### src/rtl/stack_motion_ctrl_pkg.sv
// Shared types and constants for the stacker motion controller.
// The saturating speed step is only referenced when SPEED_RAMP_EN is defined.
package stacker_pkg;

  localparam int unsigned COL_W = 4;
  localparam int unsigned ROW_W = 4;
  localparam int unsigned SPD_W = 4;

  localparam int unsigned NUM_COLS_DEF = 10;
  localparam int unsigned NUM_ROWS_DEF = 12;

  localparam logic [SPD_W-1:0] SPD_INIT_DEF = 4'd8;
  localparam logic [SPD_W-1:0] SPD_MIN      = 4'd1;

  typedef enum logic [3:0] {
    S_IDLE       = 4'd0,
    S_DRAW       = 4'd1,
    S_DRAW_WAIT  = 4'd2,
    S_HOLD       = 4'd3,
    S_ERASE      = 4'd4,
    S_ERASE_WAIT = 4'd5,
    S_MOVE       = 4'd6,
    S_PLACE      = 4'd7,
    S_OVER       = 4'd8
  } state_t;

  // One step faster, never below SPD_MIN.
  function automatic logic [SPD_W-1:0] spd_ramp(input logic [SPD_W-1:0] cur);
    return (cur > SPD_MIN) ? cur - SPD_W'(1) : SPD_MIN;
  endfunction

endpackage

### src/rtl/stack_motion_ctrl_if.sv
// Plotter handshake between the motion controller (master) and the VGA plotter (slave).
interface stack_motion_ctrl_if;
  import stacker_pkg::*;

  logic             plot_req;
  logic             plot_erase;
  logic [COL_W-1:0] col;
  logic [ROW_W-1:0] row;
  logic             plot_done;

  modport master (output plot_req, plot_erase, col, row, input plot_done);
  modport slave  (input plot_req, plot_erase, col, row, output plot_done);

endinterface

### src/rtl/stack_motion_ctrl_frame_hold_cnt.sv
// Frame tick counter for the HOLD phase; hit fires on the tick that finds cnt == limit.
module frame_hold_cnt
  import stacker_pkg::*;
(
  input  logic             clk,
  input  logic             resetn,
  input  logic             clr,
  input  logic             tick,
  input  logic [SPD_W-1:0] limit,
  output logic             hit
);

  logic [SPD_W-1:0] cnt_q;

  assign hit = tick && (cnt_q == limit);

  always_ff @(posedge clk or negedge resetn) begin
    if (!resetn) begin
      cnt_q <= '0;
    end else if (clr) begin
      cnt_q <= '0;
    end else if (tick) begin
      cnt_q <= cnt_q + SPD_W'(1);
    end
  end

endmodule

### src/rtl/stack_motion_ctrl.sv
// Moving-row sequencer for the stacker game: draw, hold, erase, step, and commit on place.
// Optional `define SPEED_RAMP_EN shortens the hold by one frame per committed block.
module stack_motion_ctrl
  import stacker_pkg::*;
#(
  parameter int unsigned      NUM_COLS = NUM_COLS_DEF,
  parameter int unsigned      NUM_ROWS = NUM_ROWS_DEF,
  parameter logic [SPD_W-1:0] SPD_INIT = SPD_INIT_DEF
) (
  input  logic                clk,
  input  logic                resetn,
  input  logic                go,
  input  logic                frame_tick,
  input  logic                place,
  stack_motion_ctrl_if.master plot,
  output logic                dir,
  output logic [SPD_W-1:0]    speed_count,
  output logic                placed_pulse,
  output logic                game_over
);

  localparam logic [COL_W-1:0] COL_LAST = COL_W'(NUM_COLS - 1);
  localparam logic [ROW_W-1:0] ROW_LAST = ROW_W'(NUM_ROWS - 1);

  state_t           state_q;
  logic             req_q;
  logic             erase_q;
  logic [COL_W-1:0] col_q;
  logic [ROW_W-1:0] row_q;
  logic             dir_q;
  logic [SPD_W-1:0] spd_q;
  logic             placed_q;
  logic             over_q;
  logic             pend_q;

  logic hold_clr;
  logic hold_tick;
  logic hold_hit;

  assign hold_tick = frame_tick && (state_q == S_HOLD);
  assign hold_clr  = (state_q != S_HOLD) || hold_hit;

  frame_hold_cnt u_hold (
    .clk    (clk),
    .resetn (resetn),
    .clr    (hold_clr),
    .tick   (hold_tick),
    .limit  (spd_q),
    .hit    (hold_hit)
  );

  always_ff @(posedge clk or negedge resetn) begin
    if (!resetn) begin
      state_q  <= S_IDLE;
      req_q    <= 1'b0;
      erase_q  <= 1'b0;
      col_q    <= '0;
      row_q    <= '0;
      dir_q    <= 1'b0;
      spd_q    <= SPD_INIT;
      placed_q <= 1'b0;
      over_q   <= 1'b0;
      pend_q   <= 1'b0;
    end else begin
      placed_q <= 1'b0;
      // A drop outside HOLD is remembered and taken on the next HOLD cycle.
      if (place && !(state_q inside {S_IDLE, S_OVER, S_HOLD})) begin
        pend_q <= 1'b1;
      end

      unique case (state_q)
        S_IDLE, S_OVER: begin
          if (go) begin
            col_q   <= '0;
            row_q   <= '0;
            dir_q   <= 1'b0;
            spd_q   <= SPD_INIT;
            over_q  <= 1'b0;
            pend_q  <= 1'b0;
            state_q <= S_DRAW;
          end
        end
        S_DRAW: begin
          req_q   <= 1'b1;
          erase_q <= 1'b0;
          state_q <= S_DRAW_WAIT;
        end
        S_DRAW_WAIT: begin
          if (plot.plot_done) begin
            req_q   <= 1'b0;
            state_q <= S_HOLD;
          end
        end
        S_HOLD: begin
          if (place || pend_q) begin
            pend_q   <= 1'b0;
            placed_q <= 1'b1;
            state_q  <= S_PLACE;
          end else if (hold_hit) begin
            state_q <= S_ERASE;
          end
        end
        S_ERASE: begin
          req_q   <= 1'b1;
          erase_q <= 1'b1;
          state_q <= S_ERASE_WAIT;
        end
        S_ERASE_WAIT: begin
          if (plot.plot_done) begin
            req_q   <= 1'b0;
            state_q <= S_MOVE;
          end
        end
        S_MOVE: begin
          if (!dir_q && (col_q == COL_LAST)) begin
            dir_q <= 1'b1;
            col_q <= col_q - COL_W'(1);
          end else if (dir_q && (col_q == '0)) begin
            dir_q <= 1'b0;
            col_q <= col_q + COL_W'(1);
          end else if (dir_q) begin
            col_q <= col_q - COL_W'(1);
          end else begin
            col_q <= col_q + COL_W'(1);
          end
          state_q <= S_DRAW;
        end
        S_PLACE: begin
`ifdef SPEED_RAMP_EN
          spd_q <= spd_ramp(spd_q);
`else
          spd_q <= spd_q;
`endif
          if (row_q == ROW_LAST) begin
            over_q  <= 1'b1;
            state_q <= S_OVER;
          end else begin
            row_q   <= row_q + ROW_W'(1);
            col_q   <= '0;
            dir_q   <= 1'b0;
            state_q <= S_DRAW;
          end
        end
        default: state_q <= S_IDLE;
      endcase
    end
  end

  assign plot.plot_req   = req_q;
  assign plot.plot_erase = erase_q;
  assign plot.col        = col_q;
  assign plot.row        = row_q;
  assign dir             = dir_q;
  assign speed_count     = spd_q;
  assign placed_pulse    = placed_q;
  assign game_over       = over_q;

endmodule
### src/flat_wrapper.sv
// flat-port wrapper written by rule: the top's interface ports become plain ports
module stack_motion_ctrl_flat import stacker_pkg::*;
#(
  parameter int unsigned      NUM_COLS = NUM_COLS_DEF,
  parameter int unsigned      NUM_ROWS = NUM_ROWS_DEF,
  parameter logic [SPD_W-1:0] SPD_INIT = SPD_INIT_DEF
)
  (clk, resetn, go, frame_tick, place, dir, speed_count, placed_pulse, game_over, plot_plot_req, plot_plot_erase, plot_col, plot_row, plot_plot_done);
  stack_motion_ctrl_if plot_i ();
  input  logic clk;
  input  logic resetn;
  input  logic go;
  input  logic frame_tick;
  input  logic place;
  output logic dir;
  output logic [SPD_W-1:0] speed_count;
  output logic placed_pulse;
  output logic game_over;
  output wire logic [$bits(plot_i.plot_req)-1:0] plot_plot_req;
  output wire logic [$bits(plot_i.plot_erase)-1:0] plot_plot_erase;
  output wire logic [$bits(plot_i.col)-1:0] plot_col;
  output wire logic [$bits(plot_i.row)-1:0] plot_row;
  input wire logic [$bits(plot_i.plot_done)-1:0] plot_plot_done;
  assign plot_plot_req = plot_i.plot_req;
  assign plot_plot_erase = plot_i.plot_erase;
  assign plot_col = plot_i.col;
  assign plot_row = plot_i.row;
  assign plot_i.plot_done = plot_plot_done;
  stack_motion_ctrl #(.NUM_COLS(NUM_COLS), .NUM_ROWS(NUM_ROWS), .SPD_INIT(SPD_INIT)) u_core (.clk(clk), .resetn(resetn), .go(go), .frame_tick(frame_tick), .place(place), .plot(plot_i), .dir(dir), .speed_count(speed_count), .placed_pulse(placed_pulse), .game_over(game_over));
endmodule
### config.mk
export PLATFORM = sky130hd
export DESIGN_NAME = stack_motion_ctrl_flat
export DESIGN_NICKNAME = d
export VERILOG_FILES = /design/src/rtl/stack_motion_ctrl_pkg.sv /design/src/rtl/stack_motion_ctrl_if.sv /design/src/rtl/stack_motion_ctrl_frame_hold_cnt.sv /design/src/rtl/stack_motion_ctrl.sv /design/src/flat_wrapper.sv
export SDC_FILE = /design/constraint.sdc
export NUM_CORES = 1
export LEC_CHECK = 0
export CAP_MARGIN = 10
export CORE_MARGIN = 1
export CORE_UTILIZATION = 47
export CTS_CLUSTER_DIAMETER = 120
export CTS_CLUSTER_SIZE = 20
export DETAILED_ROUTE_END_ITERATION = 7
export PLACE_DENSITY_LB_ADDON = 0.12
export SLEW_MARGIN = 15
export SYNTH_ARGS = -nofsm -noshare
export SYNTH_HDL_FRONTEND = slang
export SYNTH_SLANG_ARGS = --single-unit
### constraint.sdc
create_clock -name clk -period 1.52 [get_ports clk]
set_input_delay 0.152 -clock clk [delete_from_list [all_inputs] [get_ports clk]]
set_output_delay 0.152 -clock clk [all_outputs]
set_load 0.01 [all_outputs]
* Word level (Yosys, flattened, before mapping)
Cells that the tools add are included.
** Operators by class
- Reductions and logical operators :: 26
- Multiply operators :: 0
- Eq/ne operators :: 20
- Div/mod/pow operators :: 0
- $add $sub $neg :: 4
- Bitwise operators :: 0
- Shift operators :: 0
- Multiplexer cells :: 33
- Order comparisons :: 0
** Operators with widths (number)
- 2-to-1 mux 4 bit :: 14
- one-hot mux 4 bit (8 select lines) :: 1
- equality test 4 x 3 -> 1 bit (second input constant) :: 4
- equality test 4 bit (second input constant) :: 4
- adder 4 x 1 -> 4 bit (second input constant) :: 3
- one-hot mux 4 bit (3 select lines) :: 1
- 2-to-1 mux 1 bit :: 11
- AND reduction 3 bit :: 3
- equality test 4 x 2 -> 1 bit (second input constant) :: 2
- zero test 4 bit :: 2
- != test 2 bit (second input constant) :: 4
- one-hot mux 1 bit (2 select lines) :: 4
- one-hot mux 4 bit (2 select lines) :: 1
- AND reduction 4 bit :: 2
- nonzero test 2 bit :: 4
- nonzero test 3 bit :: 2
- OR reduction 2 bit :: 3
- logical AND 1 bit :: 5
- equality test 4 x 1 -> 1 bit (second input constant) :: 1
- != test 2 x 1 -> 1 bit (second input constant) :: 2
- != test 4 x 2 -> 1 bit (second input constant) :: 1
- subtractor 4 x 1 -> 4 bit (second input constant) :: 1
- != test 3 x 1 -> 1 bit (second input constant) :: 1
- != test 3 x 2 -> 1 bit (second input constant) :: 1
- 4 further kinds :: 6
** Word-level totals
- Memories kept :: 0
- ROM bits :: 0
- Word-level logic and storage cells :: 93
- Bits of input ports :: 6
- Output and inout bits :: 17
- Bits in latches :: 0
- RAM bits :: 0
- Flip-flop bits (word level) :: 22

* Logic depth before layout (Yosys ltp)
- Word-level depth :: 7
- Gate-level depth with buffers :: 7
- Depth with buffers taken out :: 7

* Cells and area by module
Synthesis repeated with hierarchy kept, for this count alone.
** Second synthesis, totals
- Cells, all modules :: 150
- Area total of the unflattened synthesis :: 1381.3 um^2
** Modules (own cells, without submodules)
- stack_motion_ctrl :: area an instance 1162.4 um^2, cells an instance 129, times used 1, seq. area each 450.4 um^2
- frame_hold_cnt :: area an instance 219.0 um^2, cells an instance 21, times used 1, seq. area each 100.1 um^2

* Worst setup path before layout
Ideal clock, no wire load.
- Path type :: reg-to-reg
- Start point :: reg u_core.col_q[1] (netlist: u_core.plot.col[1])
- End point :: reg u_core.col_q[3] (netlist: u_core.plot.col[3])
- Cell stages (with the launch flop) :: 8
- Clock period less this slack :: 1.724 ns
- Required time :: 1.441 ns
- Setup slack :: -0.204 ns
- Arrival :: 1.645 ns
- Setup time :: 0.079 ns
- Buffers on the path :: 0
- Path through :: dfrtp_1 inv_1 ha_1 nor2b_1 o21ai_0 a2111o_1 a21oi_2 mux2i_1
** Between the ends
- Longest elaborated chain between the ends :: 5
- Elaborated cells between the ends (all ways) :: 10
- Classes of those cells :: add/sub (2); eq/ne (1); mux (4); reduce/logical (3)
** Ends and longest elaborated chain
- start: declaration :: RTL line stack_motion_ctrl.sv:28 : logic [COL_W-1:0] col_q;
- start signal: assignment :: RTL line stack_motion_ctrl.sv:117 : col_q <= col_q - COL_W'(1);
- start signal: assignment :: RTL line stack_motion_ctrl.sv:120 : col_q <= col_q + COL_W'(1);
- start signal: assignment :: RTL line stack_motion_ctrl.sv:122 : col_q <= col_q - COL_W'(1);
- adder 4 x 1 -> 4 bit (tied with other cells) :: RTL line stack_motion_ctrl.sv:120, stack_motion_ctrl.sv:124
- 2-to-1 mux 4 bit / logical AND 1 bit (equally long branches) :: RTL line stack_motion_ctrl.sv:121, stack_motion_ctrl.sv:118
- 2-to-1 mux 4 bit :: RTL line stack_motion_ctrl.sv:118 : end else if (dir_q && (col_q == '0)) begin
- 2-to-1 mux 4 bit * :: RTL line stack_motion_ctrl.sv:115 : if (!dir_q && (col_q == COL_LAST)) begin
- one-hot mux 4 bit (3 select lines) * :: RTL line stack_motion_ctrl.sv:71 : unique case (state_q)
Every way passes the cells marked *; elsewhere a longest branch is shown, timed or not.
A chain may end at the register's enable or synchronous reset.

* Worst setup path in the final report
Same ends and word-level chain as after synthesis.

==> metrics.txt <==
status=finished with violations; failing checks=design-rule violations, negative setup slack; sequential share of the synthesized area=39.1%; pre-CTS WS=-0.131 ns; ranking of synthesized cells by area=dfrtp_1, ha_1, nand2_1; diodes inserted=0; leading area contributor after synthesis=dfrtp_1; P per Cell Area=1710 nW/um2; Final Hold Vio Count=0; Max Freq=598 MHz; IO Count=23; Syn Area/Cell=9.85 um2; Synth Instances=143; Max Root-Sink Buffers=2; Synth Warn #=0; DIE AREA=3220 um2; crit end category=register; Crit path required time=1.76 ns; top_reg_cell synth=dfrtp_1; first-pass GRT wire length=5250 um; core box area=2810 um2; Synth top area share=39.1%; IR drop worst, VDD=1120 uV; mapped cell area=1410 um2; initial antenna violation count=0; crit share post-route=110%; commonest non-fill, non-tap cells in the layout=buf_4, nand2_1, dfrtp_1, clkdlybuf4s50_1, nor2_1; Die Width=56.8 um; Root Driver=clkbuf_4; Max Cap Viol=0; routed vias/inst=5.44; critical path fanouts, max=2; Clk Latency, worst-skew pair=0.30 ns; total track usage=20.9%; Tmin final=1.67 ns; Num CTS Buffers=3; final HPWL from detailed placement=2270 um; Routed Antenna Nets=0; TritonCTS clock tree=yes; CP Data Arrival Time=1.91 ns; RSZ-0062 raised after global routing=yes; Synth async-reset ratio=100%; Crit Reg-Reg Startpoint=u_core.plot.col[1]; Wirelength per Cell=14.2 um; DRC viols=6; deepest level of the CTS H-tree=1; pin count of the biggest net entering global routing=23; Worst-path clk slew=0.13 ns; final worst slack=-0.153 ns; share of cells above drive strength 1=40.7%; Sinks on Clock Net=22; Worst Hold Class=in -> async; Worst Setup Path Type=reg -> reg; Placer Congestion=0.856; Setup crit start kind=register; Setup Skew=0.00269 ns; PortBufs=18; GRT Residual Overflow=0; cts hold-fix bufs=0; Nets=213; setup slack, reg-to-reg=-0.15 ns; starting density of the core=50.2%; Pre-antenna DRT Iters=6; Post-synth EDFFs=0; vias after detailed routing=1252; die span in y=56.8 um; max-slew violation count=0; depth of the most critical reg-to-reg path=7; vias in the first global route=1181; row count=19; number of synthesized register bits=22; most common cell after layout, fill and taps aside=buf_4; Netlist cell types=47; Routed WL=3280 um; RR Endpoint=u_core.plot.col[3]; DR iter-0 viols=39; Leak=0.000982 uW; fin util=73.1%; area grow syn2layout=45.6%; endpoints failing setup=4
## worst max-delay path by stage
| stage | from | end | slack, ns |
|---|---|---|---|
| after floorplan | u_core.plot.col[1] | u_core.plot.col[3] | -0.11 |
| after global placement | u_core.plot.col[1] | u_core.plot.col[3] | -0.06 |
| after detailed placement | u_core.plot.col[1] | u_core.plot.col[3] | -0.13 |
| after CTS | u_core.plot.col[1] | u_core.plot.col[3] | -0.11 |
| after global routing | u_core.plot.col[1] | u_core.plot.col[3] | -0.26 |
| final | u_core.plot.col[1] | u_core.plot.col[3] | -0.15 |
## flip-flops by register name, summed over array words and instances (netlist names), 4 cells and up
signal and flops:
u_core.plot.row 4, u_core.u_hold.cnt_q 4, u_core.plot.col 4, u_core.state_q 4
## cell families after synthesis
kind of cell | count (synthesis) | synth area share (%)
and+or+nand+nor | 57 | 22.1
AOI/OAI and AO/OA | 31 | 18.2
DFF | 22 | 39.1
buffers and inverters | 15 | 7.37
adders and majority gates | 7 | 6.22
muxes | 5 | 4.00
xor gates and xnor gates | 4 | 2.49
other | 2 | 0.533
## metrics by stage
stage | instance area [um2] | total power [uW] | hold WS [ns] | cells | setup TNS [ns]
floorplan | 1420 | 2030 | -0.144 | 145 | -0.108
global placement | 1810 | 2730 | 0.469 | 219 | -0.0972
detailed placement | 1810 | 2790 | 0.474 | 219 | -0.320
CTS | 1910 | 3210 | 0.197 | 226 | -0.145
global route | 2050 | 3750 | 0.216 | 230 | -0.771
finish | 2050 | 3510 | 0.185 | 230 | -0.317
## where the power goes
part           internal, uW  total, uW  switching [uW]
sequential              778        965             188
clock                   146        329             182
combinational          1220       2210             996
total                  2140       3510            1370
## synthesized netlist by cell type, drive strengths merged, types with 2 or more instances
cell type / n
mux2i: 3
and3b: 2
dfrtp: 22
conb: 2
mux2: 2
nand2b: 4
a22o: 3
inv: 7
nor2b: 2
o21ai: 5
a21oi: 7
nor2: 11
nand3: 6
buf: 7
o211ai: 3
ha: 7
o22ai: 2
nor3: 4
nand4: 2
xor2: 3
nand2: 20
o31ai: 2
## timing repair
item	in CTS	in global routing
buffers inserted	3	4
cloned	0	0
pin swaps	2	10
setup endpoints to repair	10	14
resized for setup	15	23
## critical path, stage by stage, from the launching register on
cell      delay, ns
dfrtp_2        0.39
inv_2          0.05
buf_6          0.12
ha_4           0.15
nand2b_4       0.13
a2111o_1       0.42
a21oi_2        0.16
mux2i_1        0.19
## routing by layer
layer	track usage [%]	vias up	routed length, um
li1	-	614	-
met1	28.4	605	1490
met2	34.2	27	1620
met3	2.76	6	118
met4	7.67	0	53
met5	0	-	0
## area by class of cell
type	instances	area, um2
clock buffers	4	36.3
fillers	202	753
inverters	7	26.3
multi-input cells	108	875
flip-flops and latches	22	558
well taps	31	38.8
repair buffers	58	518
(Power assumes the default switching activity.)
